===== src/rtl/hex_display_scanner_if.sv =====
// Display-side signal bundle for the hex digit scanner: value/strobe inputs and
// the shared-decoder nibble plus per-digit enables going back out.
interface hex_display_scanner_if #(
    parameter int NUM_DIGITS = 4
);
    logic                      enable;
    logic [4*NUM_DIGITS-1:0]   value;
    logic                      load;
    logic                      lz_suppress;
    logic [3:0]                hex_out;
    logic [NUM_DIGITS-1:0]     digit_en;
    logic                      frame_tick;

    modport master (
        output enable, value, load, lz_suppress,
        input  hex_out, digit_en, frame_tick
    );

    modport slave (
        input  enable, value, load, lz_suppress,
        output hex_out, digit_en, frame_tick
    );
endinterface


===== src/rtl/hex_display_scanner.sv =====
// Round-robin scanner feeding one shared hex_to_7seg decoder, with a blanking
// guard at the start of every digit slot and frame-coherent value updates.
//
//  state | meaning
//  IDLE  | scanning stopped, all digits dark, active follows pending
//  BLANK | first BLANK_CYCLES of a slot, nibble presented, no digit enabled
//  SHOW  | rest of the slot, current digit enabled unless suppressed
module hex_display_scanner #(
    parameter int NUM_DIGITS   = 4,
    parameter int REFRESH_DIV  = 1000,
    parameter int BLANK_CYCLES = 2
) (
    input logic                   clk,
    input logic                   rst,
    hex_display_scanner_if.slave  bus
);
    localparam int IDX_W = $clog2(NUM_DIGITS);
    localparam int CNT_W = $clog2(REFRESH_DIV);
    localparam logic [IDX_W-1:0] LAST_IDX = IDX_W'(NUM_DIGITS - 1);
    localparam logic [CNT_W-1:0] LAST_CNT = CNT_W'(REFRESH_DIV - 1);
    localparam logic [CNT_W-1:0] SHOW_CNT = CNT_W'(BLANK_CYCLES);

    typedef enum logic [1:0] {IDLE, BLANK, SHOW} state_t;

    state_t                    state_q, state_d;
    logic [IDX_W-1:0]          idx_q, idx_d;
    logic [CNT_W-1:0]          cnt_q, cnt_d;
    logic [4*NUM_DIGITS-1:0]   pending_q, pending_d;
    logic [4*NUM_DIGITS-1:0]   active_q, active_d;
    logic [3:0]                hex_q, hex_d;
    logic [NUM_DIGITS-1:0]     en_q, en_d;
    logic                      tick_q, tick_d;
    logic                      suppress_d;

    always_ff @(posedge clk) begin
        if (rst) begin
            state_q   <= IDLE;
            idx_q     <= '0;
            cnt_q     <= '0;
            pending_q <= '0;
            active_q  <= '0;
            hex_q     <= '0;
            en_q      <= '0;
            tick_q    <= 1'b0;
        end else begin
            state_q   <= state_d;
            idx_q     <= idx_d;
            cnt_q     <= cnt_d;
            pending_q <= pending_d;
            active_q  <= active_d;
            hex_q     <= hex_d;
            en_q      <= en_d;
            tick_q    <= tick_d;
        end
    end

    always_comb begin
        state_d   = state_q;
        idx_d     = idx_q;
        cnt_d     = cnt_q;
        tick_d    = 1'b0;
        pending_d = bus.load ? bus.value : pending_q;
        active_d  = active_q;

        if (!bus.enable) begin
            state_d  = IDLE;
            idx_d    = '0;
            cnt_d    = '0;
            active_d = pending_d;
        end else if (state_q == IDLE) begin
            state_d  = BLANK;
            idx_d    = '0;
            cnt_d    = '0;
            active_d = pending_d;
            tick_d   = 1'b1;
        end else if (cnt_q == LAST_CNT) begin
            state_d = BLANK;
            cnt_d   = '0;
            if (idx_q == LAST_IDX) begin
                // Frame boundary: the only place a scanning display picks up new data.
                idx_d    = '0;
                active_d = pending_d;
                tick_d   = 1'b1;
            end else begin
                idx_d = idx_q + 1'b1;
            end
        end else begin
            cnt_d   = cnt_q + 1'b1;
            state_d = (cnt_d >= SHOW_CNT) ? SHOW : BLANK;
        end
    end

    // Outputs are computed from the next state so they register in step with it.
    always_comb begin
        suppress_d = bus.lz_suppress && (idx_d != '0) &&
                     ((active_d >> (4 * idx_d)) == '0);
        hex_d      = (state_d == IDLE) ? 4'h0 : active_d[4*idx_d +: 4];
        en_d       = '0;
        if (state_d == SHOW && !suppress_d)
            en_d = NUM_DIGITS'(1) << idx_d;
    end

    assign bus.hex_out    = hex_q;
    assign bus.digit_en   = en_q;
    assign bus.frame_tick = tick_q;
endmodule


===== src/flat_wrapper.sv =====
// flat-port wrapper written by rule: the top's interface ports become plain ports
module hex_display_scanner_flat 
#(
    parameter int NUM_DIGITS   = 4,
    parameter int REFRESH_DIV  = 1000,
    parameter int BLANK_CYCLES = 2
)
  (clk, rst, bus_enable, bus_value, bus_load, bus_lz_suppress, bus_hex_out, bus_digit_en, bus_frame_tick);
  hex_display_scanner_if #(.NUM_DIGITS(NUM_DIGITS)) bus_i ();
  input logic clk;
  input logic rst;
  input wire logic [$bits(bus_i.enable)-1:0] bus_enable;
  input wire logic [$bits(bus_i.value)-1:0] bus_value;
  input wire logic [$bits(bus_i.load)-1:0] bus_load;
  input wire logic [$bits(bus_i.lz_suppress)-1:0] bus_lz_suppress;
  output wire logic [$bits(bus_i.hex_out)-1:0] bus_hex_out;
  output wire logic [$bits(bus_i.digit_en)-1:0] bus_digit_en;
  output wire logic [$bits(bus_i.frame_tick)-1:0] bus_frame_tick;
  assign bus_i.enable = bus_enable;
  assign bus_i.value = bus_value;
  assign bus_i.load = bus_load;
  assign bus_i.lz_suppress = bus_lz_suppress;
  assign bus_hex_out = bus_i.hex_out;
  assign bus_digit_en = bus_i.digit_en;
  assign bus_frame_tick = bus_i.frame_tick;
  hex_display_scanner #(.NUM_DIGITS(NUM_DIGITS), .REFRESH_DIV(REFRESH_DIV), .BLANK_CYCLES(BLANK_CYCLES)) u_core (.clk(clk), .rst(rst), .bus(bus_i));
endmodule

===== config.mk =====
export PLATFORM = sky130hd
export DESIGN_NAME = hex_display_scanner_flat
export DESIGN_NICKNAME = d
export VERILOG_FILES = /design/src/rtl/hex_display_scanner_if.sv /design/src/rtl/hex_display_scanner.sv /design/src/flat_wrapper.sv
export SDC_FILE = /design/constraint.sdc
export NUM_CORES = 1
export LEC_CHECK = 0
export CAP_MARGIN = 20
export CORE_MARGIN = 2
export CORE_UTILIZATION = 50
export CTS_CLUSTER_DIAMETER = 30
export DETAILED_ROUTE_END_ITERATION = 16
export PLACE_DENSITY = 0.72
export SLEW_MARGIN = 20
export SYNTH_ARGS = -nofsm -noshare
export SYNTH_HDL_FRONTEND = slang
export SYNTH_SLANG_ARGS = --single-unit

===== constraint.sdc =====
create_clock -name clk -period 5 [get_ports clk]
set_input_delay 1.5 -clock clk [delete_from_list [all_inputs] [get_ports clk]]
set_output_delay 1.5 -clock clk [all_outputs]
set_load 0.01 [all_outputs]

==> results.md, run 1 <==
* Grt met3 use at 4.42%
* Antenna viol nets, final at 0
* First-pass iteration count of the detailed router at 4
* Crit start category: input pin
* Biggest cell delay along the critical path at 0.58 ns
* Gr busiest metal: met2
* Met2 usage at 28.3%
* Setup TNS Final at 0 ns
* Status: finished, final reports clean
* Max VDD drop at 0.143 mV
* Critical path fanouts, max at 12
* Mapped Nets at 280
* Initial antenna violation count at 0
* Synth async-reset ratio at 0%
* Final Critical Period at 3.88 ns
* CP Cell Sequence: clkdlybuf4s50_1, buf_4, mux2i_1, inv_1, mux2i_1, nand2b_1, or4b_4, a2111oi_4, nor3b_1
* Post-synth top flop: dfxtp_1
* Worst setup path end: u_core.bus.digit_en[1]
* HPWL Detailed at 3.36 mm
* WS Path Type: input pin to flip-flop
* # DRC at 0
* Final Max Tran Viols at 0
* Clk slew on worst S/H paths at 0.09 ns
* First-pass GRT wire length at 7.54 mm
* Capturing point of the worst reg2reg path: u_core.bus.digit_en[1]
* Netlist Area Pre-Place at 0.00250 mm²
* Gpl congestion at 0.798
* Clk Latency, worst-skew pair at 0.31 ns
* Postcts setup bufs at 0
* Synthesized flop and latch total at 55
* Initial Util at 52.2%
* Nets at 306
* Largest net degree at the start of global routing at 36
* Fin cells at 350
* Die W at 74.7 µm
* Final Skew at 0.0101 ns
* Fmax at 0.257 GHz
* Critical path's most frequent cell: mux2i_1
* Critical Path AT at 4.07 ns
* Leakage power at 0.00118 µW
* Min-Delay Path Class: flip-flop to flip-flop
* Required @ worst endpoint at 5.19 ns
* Worst path slowest cell: clkdlybuf4s50_1
* Final hold violations at 0
* Post-Route Utilization at 61.9%
* GRT Overall Usage at 18.0%
* Core Area at 0.00479 mm²
* Total Wirelength at 4.65 mm
* Reg-to-reg critical path startpoint: u_core.cnt_q[0]
* Worst R2R Path Depth at 9
* Vias in the first global route at 1648
* Synth warn at 0
* Row count at 25
* Met1 GRT Util at 23.9%
* Placed cells at 341
* Pre-CTS WS at 0.751 ns
* Max-slew headroom at 67.5%
* Slew of the pin with the lowest slew margin at 0.486 ns
* # H-tree levels at 2
* Syn Inst Count at 256
* Seq/Total Area, Yosys at 44.1%
* Die Area at 0.00558 mm²
* Critical Path End Type: flip-flop
* Unique masters post-synth at 47
* Clock sink total at 55
* Via Count at 1815
* Crit path max-delay family: buffers and inverters
* Hold Buf Count CTS at 0
* Area Overhead vs Synth at 18.5%
* CTS tree: done
* Buffers and inverters on the worst path at 3
* Layout cells sized above 1 at 11.7%
* Setup ws final at 1.12 ns
* Die height at 74.7 µm
* IO Pins at 30
* Worst R2R Setup Slack at 1.78 ns
* Placed Area at 0.00283 mm²
* Endpoints failing setup at 0
* Setup crit start: bus_load
* Longest Clk Path Bufs at 2
* IO Port Bufs at 29
* Gr ovfl total at 0
* Period utilization at 77.7%
* Detailed Route Iter0 Violations at 111
* Total CTS buffers at 5
* Ant. Diodes at 0
* Number of synthesized flops with an enable pin at 0
* Number of cells on the critical path at 9
* Via density at 5.19
* Final Instance Area at 0.00296 mm²
* Post_cts resized at 0
* RSZ-0062 raised after global routing: false
* Mean Syn Cell Area at 9.76 µm²
* Clock root cell: clkbuf_8
* Post-DR wirelength/cell at 13.3 µm
* Max Cap Viol at 0
* P per Cell Area at 288 mW/mm²
-- Yosys cell counts, types with 2 or more instances --
library cell / number / share of area [%]
dfxtp_1: 55 / 44
nor2_1: 37 / 5.6
mux2i_1: 23 / 9.2
nor2b_1: 17 / 4.3
mux2_2: 12 / 5.4
nand2_1: 12 / 1.8
clkbuf_1: 9 / 1.4
o21ai_0: 8 / 1.6
nand3_1: 7 / 1.4
xnor2_1: 6 / 2.1
a211oi_1: 5 / 1.5
a21oi_1: 5 / 1.0
buf_2: 5 / 1.0
nor4_1: 5 / 1.3
inv_1: 4 / 0.60
ha_1: 3 / 1.5
nand2b_1: 3 / 0.75
or3_1: 3 / 0.75
xor2_1: 3 / 1.1
a31oi_1: 2 / 0.50
and3_1: 2 / 0.50
nand3b_1: 2 / 0.60
nand4_1: 2 / 0.50
nor3_1: 2 / 0.40
nor3b_1: 2 / 0.60
-- state kept, by name (all words and copies together) (netlist names) --
register	flops
u_core.active_q	16
u_core.pending_q	16
u_core.cnt_q	10
u_core.bus.digit_en	4
u_core.bus.hex_out	4
u_core.idx_q	2
u_core.state_q	2
u_core.bus.frame_tick	1
-- cell families (layout without fill, tap and decap cells) --
group / after synthesis / count (layout) / synth area share [%]
AND/OR/NAND/NOR: 106 / 106 / 23.6
XOR/XNOR: 9 / 9 / 3.15
multiplexers: 37 / 37 / 16.0
adder cells (fa/ha/maj): 3 / 3 / 1.50
flip-flops: 55 / 55 / 44.1
AO/OA/AOI/OAI: 27 / 27 / 8.31
buffers and inverters: 19 / 46 / 3.40
-- worst min-delay path, delay by kind of cell, from the launching register on --
family | cells | cell delay, ns
multiplexers | 1 | 0.07
AND/OR/NAND/NOR | 1 | 0.08
flip-flops | 1 | 0.31
-- where the power goes --
part           internal (µW)  switching, µW  total (µW)
clock                    149            141         291
sequential               457           6.48         463
combinational           50.8           47.3        98.1
-- placed cells by master, fill, tap and decap left out, types with 3 or more instances in the layout --
cell type	netlist	layout
nand2_1	12	12
mux2i_1	23	23
nand2b_1	3	3
inv_1	4	4
o21ai_0	8	8
buf_4	0	4
or3_1	3	3
nor2_1	37	37
nand3_1	7	7
dfxtp_1	55	55
xnor2_1	6	6
ha_1	3	3
nor4_1	5	5
mux2_2	12	12
clkbuf_8	0	5
xor2_1	3	3
a21oi_1	5	5
nor2b_1	17	17
clkdlybuf4s50_1	0	29
a211oi_1	5	5
-- how the worst min path moves through the flow --
stage | startpoint | to | slack [ns] | cells after the start
finish | u_core.pending_q[0] | u_core.pending_q[0] | 0.50 | 2
global route | u_core.cnt_q[0] | u_core.cnt_q[0] | 0.53 | 1
CTS | u_core.pending_q[0] | u_core.pending_q[0] | 0.51 | 2
detailed placement | u_core.pending_q[0] | u_core.pending_q[0] | 0.48 | 2
global placement | u_core.cnt_q[0] | u_core.cnt_q[0] | 0.48 | 1
floorplan | u_core.active_q[1] | u_core.active_q[1] | 0.45 | 2
-- through the flow --
stage | power, µW | hold slack, ns
floorplan | 535 | 0.455
global placement | 570 | 0.476
detailed placement | 571 | 0.484
CTS | 864 | 0.507
global route | 889 | 0.535
finish | 852 | 0.500
-- cell type report --
class	count	area (µm²)
multi-input combinational	182	1310
timing repair buffer	34	335
sequential	55	1100
tap	67	83.8
clock buffer	5	68.8
fill	414	1830
clock inverter	3	43.8
inverter	4	15.0
-- routing by layer --
metal / vias to the layer above / part of all wire, %
li1: 945 / -
met1: 839 / 50
met2: 27 / 45
met3: 4 / 2.9
met4: 0 / 1.6
met5: - / 0
No activity file was read; power rests on OpenSTA's default activity.
==> run 2, diff against run 1 <==
==> constraint.sdc (replaced) <==
create_clock -name clk -period 3.65 [get_ports clk]
set_input_delay 1.095 -clock clk [delete_from_list [all_inputs] [get_ports clk]]
set_output_delay 1.095 -clock clk [all_outputs]
set_load 0.01 [all_outputs]
==> results.md, run 2 (synthesis results as in run 1) <==
* Max Cap Viol at 0 (unchanged)
* Status: finished, final reports clean
* Total power at 1250 µW (+47%)
* Critical Path AT at 3.68 ns (-0.39 ns)
* IO Pins at 30 (unchanged)
* Placed cells at 356 (+4.4%)
* Post-DR wirelength/cell at 13.1 µm (-1.6%)
* Fillcell total at 426 (+2.9%)
* Post-Route Utilization at 64.3% (+2.5 points)
* Top flop regs: u_core.active_q x16, u_core.pending_q x16, u_core.cnt_q x10
* Largest net degree at the start of global routing at 35 (-2.8%)
* Layout cells sized above 1 at 15.5% (+3.8 points)
* Clk Latency, worst-skew pair at 0.31 ns (about the same)
* Die W at 74.7 µm (unchanged)
* Area Overhead vs Synth at 23.2%
* Via density at 5.05 (-2.6%)
* Max VDD drop at 0.211 mV (+47%)
* Gpl congestion at 0.836 (+4.7%)
* Total Wirelength at 4.76 mm (+2.4%)
* First-pass GRT wire length at 7.82 mm (+3.7%)
* Slew of the pin with the lowest slew margin at 0.800 ns (+0.314 ns)
* Worst R2R Setup Slack at 0.41 ns (-1.37 ns)
* Row count at 25 (unchanged)
* Clk slew on worst S/H paths at 0.09 ns (about the same)
* Leakage power at 0.00125 µW (+6.1%)
* Most frequent cells in the layout: 55 x dfxtp_1, 37 x nor2_1, 29 x clkdlybuf4s50_1, 23 x mux2i_1, 19 x buf_4
* Clock sink total at 55 (unchanged)
* First-pass iteration count of the detailed router at 4 (unchanged)
* Core Area at 0.00479 mm² (unchanged)
* Ant. Diodes at 0 (unchanged)
* RSZ-0062 raised after global routing: false
* Required @ worst endpoint at 3.84 ns (-1.35 ns)
* Final Instance Area at 0.00308 mm² (+4.0%)
* Hold Buf Count CTS at 0 (unchanged)
* Fmax at 0.287 GHz
* P per Cell Area at 407 mW/mm² (+41%)
* Placed Area at 0.00295 mm² (+4.0%)
* Met2 usage at 29.0% (+0.69 points)
* Critical path fanouts, max at 6 (-6)
* WS Path Type: input pin to flip-flop
* Longest Clk Path Bufs at 2 (unchanged)
* # H-tree levels at 2 (unchanged)
* Via Count at 1838 (+1.3%)
* Endpoints failing setup at 0 (unchanged)
* Final Skew at 0.00973 ns (-0.000405 ns)
* Initial Util at 52.2% (unchanged)
* Clock root cell: clkbuf_8
* GRT Overall Usage at 18.5% (+0.50 points)
* Nets at 320 (+4.6%)
* Vias in the first global route at 1673 (+1.5%)
* CTS tree: done
* # DRC at 0 (unchanged)
* Final hold violations at 0 (unchanged)
* Postcts setup bufs at 0 (unchanged)
* Final Critical Period at 3.49 ns
* Met1 GRT Util at 25.4% (+1.4 points)
* Detailed Route Iter0 Violations at 60 (-46%)
* Die Area at 0.00558 mm² (unchanged)
* Antenna viol nets, final at 0 (unchanged)
* Min-Delay Path Class: flip-flop to flip-flop
* Critical Path End Type: flip-flop
* Final Max Tran Viols at 0 (unchanged)
* Fin cells at 364 (+4.0%)
* Total CTS buffers at 5 (unchanged)
* Post_cts resized at 0 (unchanged)
* Gr ovfl total at 0 (unchanged)
* IO Port Bufs at 29 (unchanged)
* Period utilization at 95.5%
* HPWL Detailed at 3.56 mm (+6.1%)
* Gr busiest metal: met2
* Die height at 74.7 µm (unchanged)
* Commonest non-fill, non-tap cell in the layout: dfxtp_1
* Max-slew headroom at 46.7% (-21 points)
* Crit start category: input pin
* Initial antenna violation count at 0 (unchanged)
* Grt met3 use at 4.02% (-0.40 points)
## run 2: cell types whose count changed in the layout (fill, tap and decap cells not counted)
cell and delta:
clkinv_2 -1, buf_4 +15, buf_8 -1, clkinv_4 -1, bufinv_16 +1, clkbuf_1 +1
## run 2: final timing paths
check,startpoint,to,cells after the start
hold reg to reg,u_core.cnt_q[0],u_core.cnt_q[0],1
setup / recovery,bus_load,u_core.bus.digit_en[2],8
hold / removal,u_core.cnt_q[0],u_core.cnt_q[0],1
setup reg to reg,u_core.cnt_q[0],u_core.bus.digit_en[2],9
## run 2: final cells by class
cell class	instances	area, µm²	area share, %
multi-input combinational	182	1310	42.6
sequential	55	1100	35.8
timing repair buffer	48	433	14.1
tap	67	83.8	2.72
clock buffer	6	72.6	2.36
clock inverter	2	60.1	1.95
inverter	4	15.0	0.488
## run 2: metrics by stage
stage	TNS, ns	worst slack, ns	hold slack [ns]
after floorplan	0	0.321	0.455
after global placement	-0.391	-0.136	0.477
after detailed placement	-0.587	-0.203	0.484
after CTS	0	0.118	0.506
after global routing	0	0.0248	0.529
final	0	0.164	0.504
## run 2: layer usage
metal / vias up / share of wire, % / wire length [µm]
met2: 27 / 44 / 2110
met5: - / 0 / 0
met3: 6 / 3.0 / 143
met4: 0 / 1.6 / 76
li1: 965 / - / -
met1: 840 / 51 / 2430
## run 2: critical path, stage by stage
cell	delay (ns)
clkdlybuf4s50_1	0.59
mux2_2	0.38
nor4_1	0.27
mux2i_1	0.13
nand2b_1	0.18
or4b_4	0.50
a2111oi_4	0.44
nor4bb_1	0.10
## run 2: power breakdown
part | switching (µW) | total, µW | leakage, µW | internal (µW)
combinational | 68.3 | 150 | 0.000738 | 81.7
clock | 194 | 468 | 0.0000654 | 274
sequential | 8.58 | 634 | 0.000451 | 626
